==> config.mk <==
export PLATFORM = sky130hd
export DESIGN_NAME = sr_latch_exerciser
export DESIGN_NICKNAME = d
export VERILOG_FILES = /design/src/rtl/sr_latch_pkg.sv /design/src/rtl/sr_latch_exerciser_sync.sv /design/src/rtl/sr_latch_exerciser.sv
export SDC_FILE = /design/constraint.sdc
export NUM_CORES = 1
export LEC_CHECK = 0
export CAP_MARGIN = 10
export CORE_MARGIN = 2
export CORE_UTILIZATION = 45
export CTS_CLUSTER_DIAMETER = 150
export DETAILED_ROUTE_END_ITERATION = 10
export PLACE_DENSITY = 0.69
export SETUP_SLACK_MARGIN = 0.05
export SYNTH_ARGS = -nofsm -noshare
export SYNTH_HDL_FRONTEND = slang
export SYNTH_SLANG_ARGS = --single-unit
==> constraint.sdc <==
create_clock -name clk -period 2.6 [get_ports clk]
set_input_delay 0.39 -clock clk [delete_from_list [all_inputs] [get_ports clk]]
set_output_delay 0.39 -clock clk [all_outputs]
set_load 0.01 [all_outputs]
==> src/rtl/sr_latch_pkg.sv <==
// Shared types and constants for the SR latch exerciser.
package sr_latch_pkg;

  typedef enum logic [1:0] {
    CMD_SET   = 2'b00,
    CMD_RESET = 2'b01,
    CMD_AUTO  = 2'b10,
    CMD_NOP   = 2'b11
  } cmd_e;

  typedef enum logic [2:0] {
    ST_IDLE,
    ST_PULSE,
    ST_SETTLE,
    ST_CHECK,
    ST_DONE
  } state_e;

  // Expected readback pairs, packed as {q, qb}.
  localparam logic [1:0] PAIR_SET   = 2'b10;
  localparam logic [1:0] PAIR_RESET = 2'b01;

  // {q, qb} a healthy latch shows after the given operation.
  function automatic logic [1:0] expected_pair(input cmd_e op);
    return (op == CMD_SET) ? PAIR_SET : PAIR_RESET;
  endfunction

  // Opposite single operation, used to alternate in AUTO mode.
  function automatic cmd_e other_op(input cmd_e op);
    return (op == CMD_SET) ? CMD_RESET : CMD_SET;
  endfunction

endpackage

==> src/rtl/sr_latch_exerciser_sync.sv <==
// Multi-stage bit synchronizer for asynchronous latch readback.
module sr_sync #(
  parameter int unsigned STAGES = 2
) (
  input  logic clk,
  input  logic rst_n,
  input  logic d,
  output logic q
);

  logic [STAGES-1:0] ff_q;

  // Shift the asynchronous input through the flop chain.
  always_ff @(posedge clk or negedge rst_n) begin
    if (!rst_n) begin
      ff_q <= '0;
    end else begin
      ff_q <= {ff_q[STAGES-2:0], d};
    end
  end

  assign q = ff_q[STAGES-1];

endmodule

==> src/rtl/sr_latch_exerciser.sv <==
// Drives set/reset pulses into the analog SR latch and checks the readback.
module sr_latch_exerciser #(
  parameter int unsigned PULSE_W     = 4,
  parameter int unsigned SETTLE      = 3,
  parameter int unsigned SYNC_STAGES = 2,
  parameter int unsigned N_AUTO      = 3,
  parameter int unsigned CNT_W       = 8
) (
  input  logic             clk,
  input  logic             rst_n,
  input  logic             start,
  input  logic [1:0]       cmd,
  input  logic             q_in,
  input  logic             qb_in,
  output logic             s_out,
  output logic             r_out,
  output logic             busy,
  output logic             done,
  output logic             pass,
  output logic [CNT_W-1:0] err_cnt,
  output logic             q_state
);

  import sr_latch_pkg::*;

  localparam int unsigned PH_MAX = (PULSE_W > SETTLE) ? PULSE_W : SETTLE;
  localparam int unsigned PH_W   = $clog2(PH_MAX + 1);
  localparam int unsigned N_OPS  = 2 * N_AUTO;
  localparam int unsigned OPS_W  = $clog2(N_OPS + 1);
  localparam logic [CNT_W-1:0] ERR_MAX = '1;

  state_e           state_q, state_d;
  cmd_e             op_q, op_d;
  cmd_e             cmd_in;
  logic [PH_W-1:0]  ph_cnt_q, ph_cnt_d;
  logic [OPS_W-1:0] ops_left_q, ops_left_d;
  logic             s_d, r_d, busy_d, done_d, pass_d;
  logic [CNT_W-1:0] err_d;
  logic             q_sync, qb_sync;
  logic             mismatch;

  sr_sync #(.STAGES(SYNC_STAGES)) u_sync_q (
    .clk   (clk),
    .rst_n (rst_n),
    .d     (q_in),
    .q     (q_sync)
  );

  sr_sync #(.STAGES(SYNC_STAGES)) u_sync_qb (
    .clk   (clk),
    .rst_n (rst_n),
    .d     (qb_in),
    .q     (qb_sync)
  );

  assign q_state = q_sync;

  // Next-state and next-output logic; drives only ever asserted on PULSE entry/hold.
  always_comb begin
    state_d    = state_q;
    op_d       = op_q;
    ph_cnt_d   = ph_cnt_q;
    ops_left_d = ops_left_q;
    s_d        = 1'b0;
    r_d        = 1'b0;
    busy_d     = busy;
    done_d     = 1'b0;
    pass_d     = pass;
    err_d      = err_cnt;
    cmd_in     = cmd_e'(cmd);
    mismatch   = ({q_sync, qb_sync} != expected_pair(op_q));

    case (state_q)
      ST_IDLE: begin
        if (start && (cmd_in != CMD_NOP)) begin
          state_d    = ST_PULSE;
          op_d       = (cmd_in == CMD_RESET) ? CMD_RESET : CMD_SET;
          ops_left_d = (cmd_in == CMD_AUTO) ? OPS_W'(N_OPS - 1) : '0;
          ph_cnt_d   = PH_W'(PULSE_W - 1);
          s_d        = (op_d == CMD_SET);
          r_d        = (op_d == CMD_RESET);
          busy_d     = 1'b1;
          err_d      = '0;
          pass_d     = 1'b0;
        end
      end
      ST_PULSE: begin
        if (ph_cnt_q == '0) begin
          state_d  = ST_SETTLE;
          ph_cnt_d = PH_W'(SETTLE - 1);
        end else begin
          ph_cnt_d = ph_cnt_q - PH_W'(1);
          s_d      = (op_q == CMD_SET);
          r_d      = (op_q == CMD_RESET);
        end
      end
      ST_SETTLE: begin
        if (ph_cnt_q == '0) begin
          state_d = ST_CHECK;
        end else begin
          ph_cnt_d = ph_cnt_q - PH_W'(1);
        end
      end
      ST_CHECK: begin
        if (mismatch && (err_cnt != ERR_MAX)) begin
          err_d = err_cnt + CNT_W'(1);
        end
        if (ops_left_q != '0) begin
          ops_left_d = ops_left_q - OPS_W'(1);
          op_d       = other_op(op_q);
          state_d    = ST_PULSE;
          ph_cnt_d   = PH_W'(PULSE_W - 1);
          s_d        = (op_d == CMD_SET);
          r_d        = (op_d == CMD_RESET);
        end else begin
          state_d = ST_DONE;
          done_d  = 1'b1;
          busy_d  = 1'b0;
          pass_d  = (err_d == '0);
        end
      end
      ST_DONE: begin
        state_d = ST_IDLE;
      end
      default: begin
        state_d = ST_IDLE;
      end
    endcase
  end

  // State, counters and registered outputs.
  always_ff @(posedge clk or negedge rst_n) begin
    if (!rst_n) begin
      state_q    <= ST_IDLE;
      op_q       <= CMD_SET;
      ph_cnt_q   <= '0;
      ops_left_q <= '0;
      s_out      <= 1'b0;
      r_out      <= 1'b0;
      busy       <= 1'b0;
      done       <= 1'b0;
      pass       <= 1'b0;
      err_cnt    <= '0;
    end else begin
      state_q    <= state_d;
      op_q       <= op_d;
      ph_cnt_q   <= ph_cnt_d;
      ops_left_q <= ops_left_d;
      s_out      <= s_d;
      r_out      <= r_d;
      busy       <= busy_d;
      done       <= done_d;
      pass       <= pass_d;
      err_cnt    <= err_d;
    end
  end

endmodule

**Yosys cells after proc, flatten, opt, wreduce, memory -nomap -nowiden**

Index checks and enable logic that the tools add are counted.

- Reduce and logical (&&, ||, !) cells: 16
- Equality and inequality tests: 17
- Muxes and demuxes: 40
- Add/sub/neg operators: 3

Operators with widths:

| kind | number |
|---|---|
| 3-bit two-way mux | 11 |
| 8-bit two-way mux | 3 |
| 3-bit one-hot mux with 4 select lines | 2 |
| 8-bit one-hot mux with 2 select lines | 1 |
| 1-bit two-way mux | 14 |
| 2-bit != test, second input constant | 7 |
| 3-bit AND reduction | 3 |
| 8-bit by 1-bit adder with 8-bit output, second input constant | 1 |
| 8-bit logical NOT | 1 |
| 8-bit != test, second input constant | 1 |
| 3-bit by 2-bit equality test with 1-bit output, second input constant | 2 |
| 2-bit logical NOT | 3 |
| 3-bit logical NOT | 2 |
| 2-bit two-way mux | 3 |
| 1-bit one-hot mux with 3 select lines | 2 |
| 3-bit one-hot mux with 2 select lines | 1 |
| 3-bit by 1-bit subtractor with 3-bit output, second input constant | 2 |
| 2-bit by 1-bit equality test with 1-bit output, second input constant | 2 |
| 1-bit one-hot mux with 2 select lines | 2 |
| 2-bit one-hot mux with 2 select lines | 1 |
| 4-bit AND reduction | 1 |
| 4-bit nonzero test | 1 |
| 3-bit by 1-bit equality test with 1-bit output, second input constant | 1 |
| 3-bit nonzero test | 1 |
| other kinds (6) | 8 |

- Word-level logic and storage cells: 88
- Output and inout port bits: 14
- Input bits: 7
- Register bits: 28

**Depth between registers and ports, before layout**

- Depth in word-level cells: 9
- Gate-level depth with buffers: 9

**By module**

A second synthesis with hierarchy kept.

- Cell total of the unflattened synthesis: 162
- Area, all modules: 1569.0 um^2

By module, submodules not included:

| module | area an instance (um^2) | sequential area each (um^2) | instances | cells each |
|---|---|---|---|---|
| sr_latch_exerciser | 1468.9 | 575.6 | 1 | 158 |
| sr_sync | 50.0 | 50.0 | 2 | 2 |

**Worst setup path before layout**

Ideal clock, no wire load.

- Path type: reg2reg
- Start: register ops_left_q[0]
- End: register ph_cnt_q[0]
- Path buffers: 1
- Data required time: 2480 ps
- Period minus slack after synthesis: 1774 ps
- Library setup time: 120 ps
- Arrival: 1654 ps
- Setup slack: 826 ps
- Stages on the path, launching flop included: 10
- Cell sequence: dfrtp_1 inv_1 ha_1 ha_1 clkbuf_1 nand2_1 nand2_1 a21oi_1 a31oi_1 o22a_2

- Cells in the longest elaborated chain, start to end: 3

RTL lines:

| what | RTL line | RTL |
|---|---|---|
| start, declared | sr_latch_exerciser.sv:36 | `logic [OPS_W-1:0] ops_left_q, ops_left_d;` |
| start signal, assigned | sr_latch_exerciser.sv:148 | `ops_left_q <= ops_left_d;` |
| 3-bit nonzero test | sr_latch_exerciser.sv:108 | `if (ops_left_q != '0) begin` |
| 2-bit != test (no line) | n/a |  |
| 4-bit AND reduction (no line) | n/a |  |
| end signal, assigned | sr_latch_exerciser.sv:147 | `ph_cnt_q <= ph_cnt_d;` |
| end, declared | sr_latch_exerciser.sv:35 | `logic [PH_W-1:0] ph_cnt_q, ph_cnt_d;` |

Every way passes these cells.
A chain may end at the register's enable or synchronous reset.

**Worst setup path in the final report**

- Start: register err_cnt[0]
- End: register pass

- Cells in the longest elaborated chain, start to end: 7

RTL lines:

| what | RTL line | RTL |
|---|---|---|
| start, declared | sr_latch_exerciser.sv:20 | `output logic [CNT_W-1:0] err_cnt,` |
| start signal, assigned | sr_latch_exerciser.sv:154 | `err_cnt <= err_d;` |
| parallel branches: the longest is 2 deep, another holds 8-bit by 1-bit adder with 8-bit output | n/a |  |
| 8-bit two-way mux (*) | sr_latch_exerciser.sv:105 | `if (mismatch && (err_cnt != ERR_MAX)) begin` |
| 8-bit two-way mux (*) | sr_latch_exerciser.sv:73 | `case (state_q)` |
| 8-bit logical NOT (*) | sr_latch_exerciser.sv:119 | `pass_d = (err_d == '0);` |
| 1-bit two-way mux (*) | sr_latch_exerciser.sv:108 |  |
| 1-bit one-hot mux with 2 select lines (*) | sr_latch_exerciser.sv:73 |  |
| end signal, assigned | sr_latch_exerciser.sv:153 | `pass <= pass_d;` |
| end, declared | sr_latch_exerciser.sv:19 | `output logic pass,` |

Mark *: on every way between the ends. The select of a mux whose other input is x is not followed.

==> run summary <==
Run status -> complete, no violations
Global-route wire length before repair -> 5820 µm
Gpl congestion -> 0.860
Post-layout min period -> 2.08 ns
Initial core utilization -> 0.477
DRT Wirelength -> 3430 µm
Final Hold Fails -> 0
Final period util -> 0.799
Worst Hold Endpoint -> u_sync_q.ff_q[1]$_DFF_PN0_
Root Driver -> clkbuf_4
Slew Limit Headroom -> 0.517
Setup ws final -> 0.523 ns
Register bit total from synthesis -> 27
Post-Syn Nets -> 187
Starting DRC count in detailed routing -> 111
GRT Total Usage -> 0.179
Adder-cell area share of the yosys netlist -> 0.0384
Die ar. -> 0.00412 mm²
Sequential share of the synthesized area -> 0.415
Pin count of the biggest net entering global routing -> 28
XOR/XNOR Fraction of Synth Area -> 0.0108
Worst setup EP type -> flip-flop
Required @ worst endpoint -> 2.84 ns
EDFF count, synth -> 0
Antenna diode count -> 0
R2R setup slack -> 0.52 ns
Die width -> 64.2 µm
Post-synth ARST share -> 1.00
Final instance area -> 0.00186 mm²
Yosys warns -> 0
Area after DPL -> 0.00183 mm²
# hold bufs at CTS -> 0
Die H -> 64.2 µm
WP buf/inv -> 0
WP data arrival -> 2.31 ns
Cell Rows -> 21
Startpoint Class -> flip-flop
Via density -> 5.87
Max Cap Viol -> 0
Clock Sinks -> 27
Vias in the first global route -> 1337
Vias after detailed routing -> 1392
Switching share of power -> 0.339
Final setup vio count -> 0
Main combinational cell family by area after synthesis -> simple AND/OR/NAND/NOR gates
Ranking of synthesized cells by area -> dfrtp_1 41%, nand2_1 4.8%, ha_1 3.8%
Netlist cell types -> 55
Nets@finish -> 204
Peak Freq -> 481 MHz
Crit path cell chain -> ha_1, nand3_1, nor4_1, mux2i_1, o2111ai_1, o22ai_1
Register area -> 676 µm²
Worst clock skew -> 0.00469 ns
Fill cells -> 315
Final Max Slew Viols -> 0
Cell count along the critical path -> 6
Critical path fanouts, max -> 10
Post-route setup TNS -> 0 ns
Area growth from synthesis to layout -> 14.2%
Clock power frac -> 0.166
R2R Path End -> pass$_DFFE_PN0P_
Sw power -> 349 µW
Mapped Cells -> 175
IO Port Bufs -> 20
DP HPWL -> 2590 µm
DRC Markers -> 0
Syn avg cell area -> 9.31 µm²
Layout cells sized above 1 -> 0.0942
Hold Crit Start -> u_sync_q.ff_q[0]$_DFF_PN0_
Worst Max-Slew Pin Slew -> 0.725 ns
Routed Antenna Nets -> 0
Pre-CTS setup slack -> 0.366 ns
Hold Crit Depth -> 0
Sequential share of power -> 0.522
CTS tree -> built
# H-tree levels -> 1
CTS Buffer Depth -> 2
Initial antenna violation count -> 0
Peak VDD IR -> 0.220 mV
Multi-input gate area -> 852 µm²
Pre-antenna DRT Iters -> 5
Mux cell area share after synthesis -> 0.0192
Synth Area in Compound Gates -> 0.187
Crit-path max cell delay -> 0.53 ns
Post-CTS setup buffers -> 0
Post-synthesis simple-gate area fraction -> 0.268
LEAKAGE -> 0.781 nW
Post-layout util -> 0.545
Hold WC Path Type -> flip-flop to flip-flop
Clk_lat worst skew -> 0.31 ns
Cell taking the most area after synthesis -> dfrtp_1
Crit path kind -> flip-flop to flip-flop
RSZ-0062 raised after global routing -> false
Crit path max-delay family -> simple AND/OR/NAND/NOR gates
Worst R2R Start -> err_cnt[0]$_DFFE_PN0P_
CTS Buf Count -> 3
Yosys top cell area share -> 0.415
Worst R2R Path Depth -> 6
Gate power share -> 0.312
Mapped cell area -> 0.00163 mm²
Worst-path clk slew -> 0.13 ns
Internal power -> 680 µW
Post-cts resize count -> 0
I/O pin cnt -> 21
Most common flop cell mapped by yosys -> dfrtp_1
Cell Pwr Density -> 553 mW/mm²
GR Overflow Total -> 0
Total power -> 1.03 mW
Routed length per instance -> 14.5 µm
Core Footprint -> 0.00342 mm²
CP max stage cell -> dfrtp_1
==> worst max path at each step <==
stage / startpoint / to / slack (ns)
final: err_cnt[0]$_DFFE_PN0P_ / pass$_DFFE_PN0P_ / 0.52
after global routing: err_cnt[0]$_DFFE_PN0P_ / pass$_DFFE_PN0P_ / 0.32
after CTS: err_cnt[0]$_DFFE_PN0P_ / pass$_DFFE_PN0P_ / 0.52
after detailed placement: start / ph_cnt_q[2]$_DFFE_PN0P_ / 0.37
after global placement: start / ph_cnt_q[2]$_DFFE_PN0P_ / 0.47
after floorplan: ops_left_q[0]$_DFFE_PN0P_ / ph_cnt_q[0]$_DFFE_PN0P_ / 0.83
==> routing by layer <==
layer,global-route usage,wire [µm],up-vias
met2,0.305,1730,44
met3,0.0211,137,6
met5,0,0,-
met4,0.0878,65,0
li1,-,-,675
met1,0.225,1500,667
==> area by class of cell <==
class / instances / area share
well taps: 46 / 0.0309
inverters: 11 / 0.0222
flip-flops and latches: 27 / 0.363
multi-input cells: 128 / 0.458
repair buffers: 21 / 0.112
clock buffers: 4 / 0.0141
==> synthesized netlist by cell type, types with 4 or more instances <==
| cell | count |
|---|---|
| o21ai_0 | 7 |
| ha_1 | 5 |
| nor3_1 | 8 |
| a31oi_1 | 7 |
| nand2_1 | 21 |
| inv_1 | 10 |
| nand2b_1 | 6 |
| dfrtp_1 | 27 |
| nor2_1 | 10 |
| a21oi_1 | 4 |
| nand3_1 | 6 |
==> placed cells by master (no fill, tap or decap), drive strengths merged, types with 2 or more instances in the layout <==
| cell | instances |
|---|---|
| dfrtp | 27 |
| nand2 | 21 |
| clkdlybuf4s50 | 20 |
| inv | 11 |
| nor2 | 10 |
| nor3 | 9 |
| a31oi | 7 |
| o21ai | 7 |
| nand2b | 7 |
| nand3 | 6 |
| ha | 5 |
| a21oi | 4 |
| clkbuf | 4 |
| o22ai | 3 |
| nor3b | 3 |
| a221oi | 3 |
| or2 | 3 |
| nor4 | 3 |
| nor2b | 2 |
| nand3b | 2 |
| and3 | 2 |
| a32o | 2 |
| o21a | 2 |
| mux2i | 2 |
| nand4 | 2 |
| xnor2 | 2 |
| o31ai | 2 |
| and3b | 2 |
| a211oi | 2 |
==> power by group through the flow <==
stage	logic [mW]	registers, mW	clock network (mW)
after floorplan	0.197	0.529	0
after global placement	0.316	0.540	0
after detailed placement	0.321	0.546	0
after CTS	0.323	0.538	0.185
after global routing	0.356	0.549	0.202
final	0.321	0.538	0.171
==> registers in the layout, summed over array words and instances, names as in the netlist <==
name and flops:
ops_left_q 3, ph_cnt_q 3, r_out 1, err_cnt 8, op_q 1, pass 1, u_sync_qb.ff_q 2, s_out 1
busy 1, done 1, u_sync_q.ff_q 2, state_q 3
==> worst register-to-register path, stage by stage (launching register included) <==
cell and delay (ns):
dfrtp_1 0.53, ha_1 0.35, nand3_1 0.24, nor4_1 0.39, mux2i_1 0.22, o2111ai_1 0.14
o22ai_1 0.13
==> logic make-up after synthesis <==
group | count (synthesis)
and+or+nand+nor | 76
buffers and inverters | 20
xor gates and xnor gates | 2
DFF | 27
muxes | 3
adders and majority gates | 5
AOI/OAI and AO/OA | 42
==> stage by stage <==
stage,std cells,hold WS [ns]
2_1_floorplan,175,0.0944
3_3_place_gp,233,0.334
3_5_place_dp,233,0.335
4_1_cts,237,0.367
5_1_grt,237,0.380
6_report,237,0.364
No activity file was read; power rests on OpenSTA's default activity.
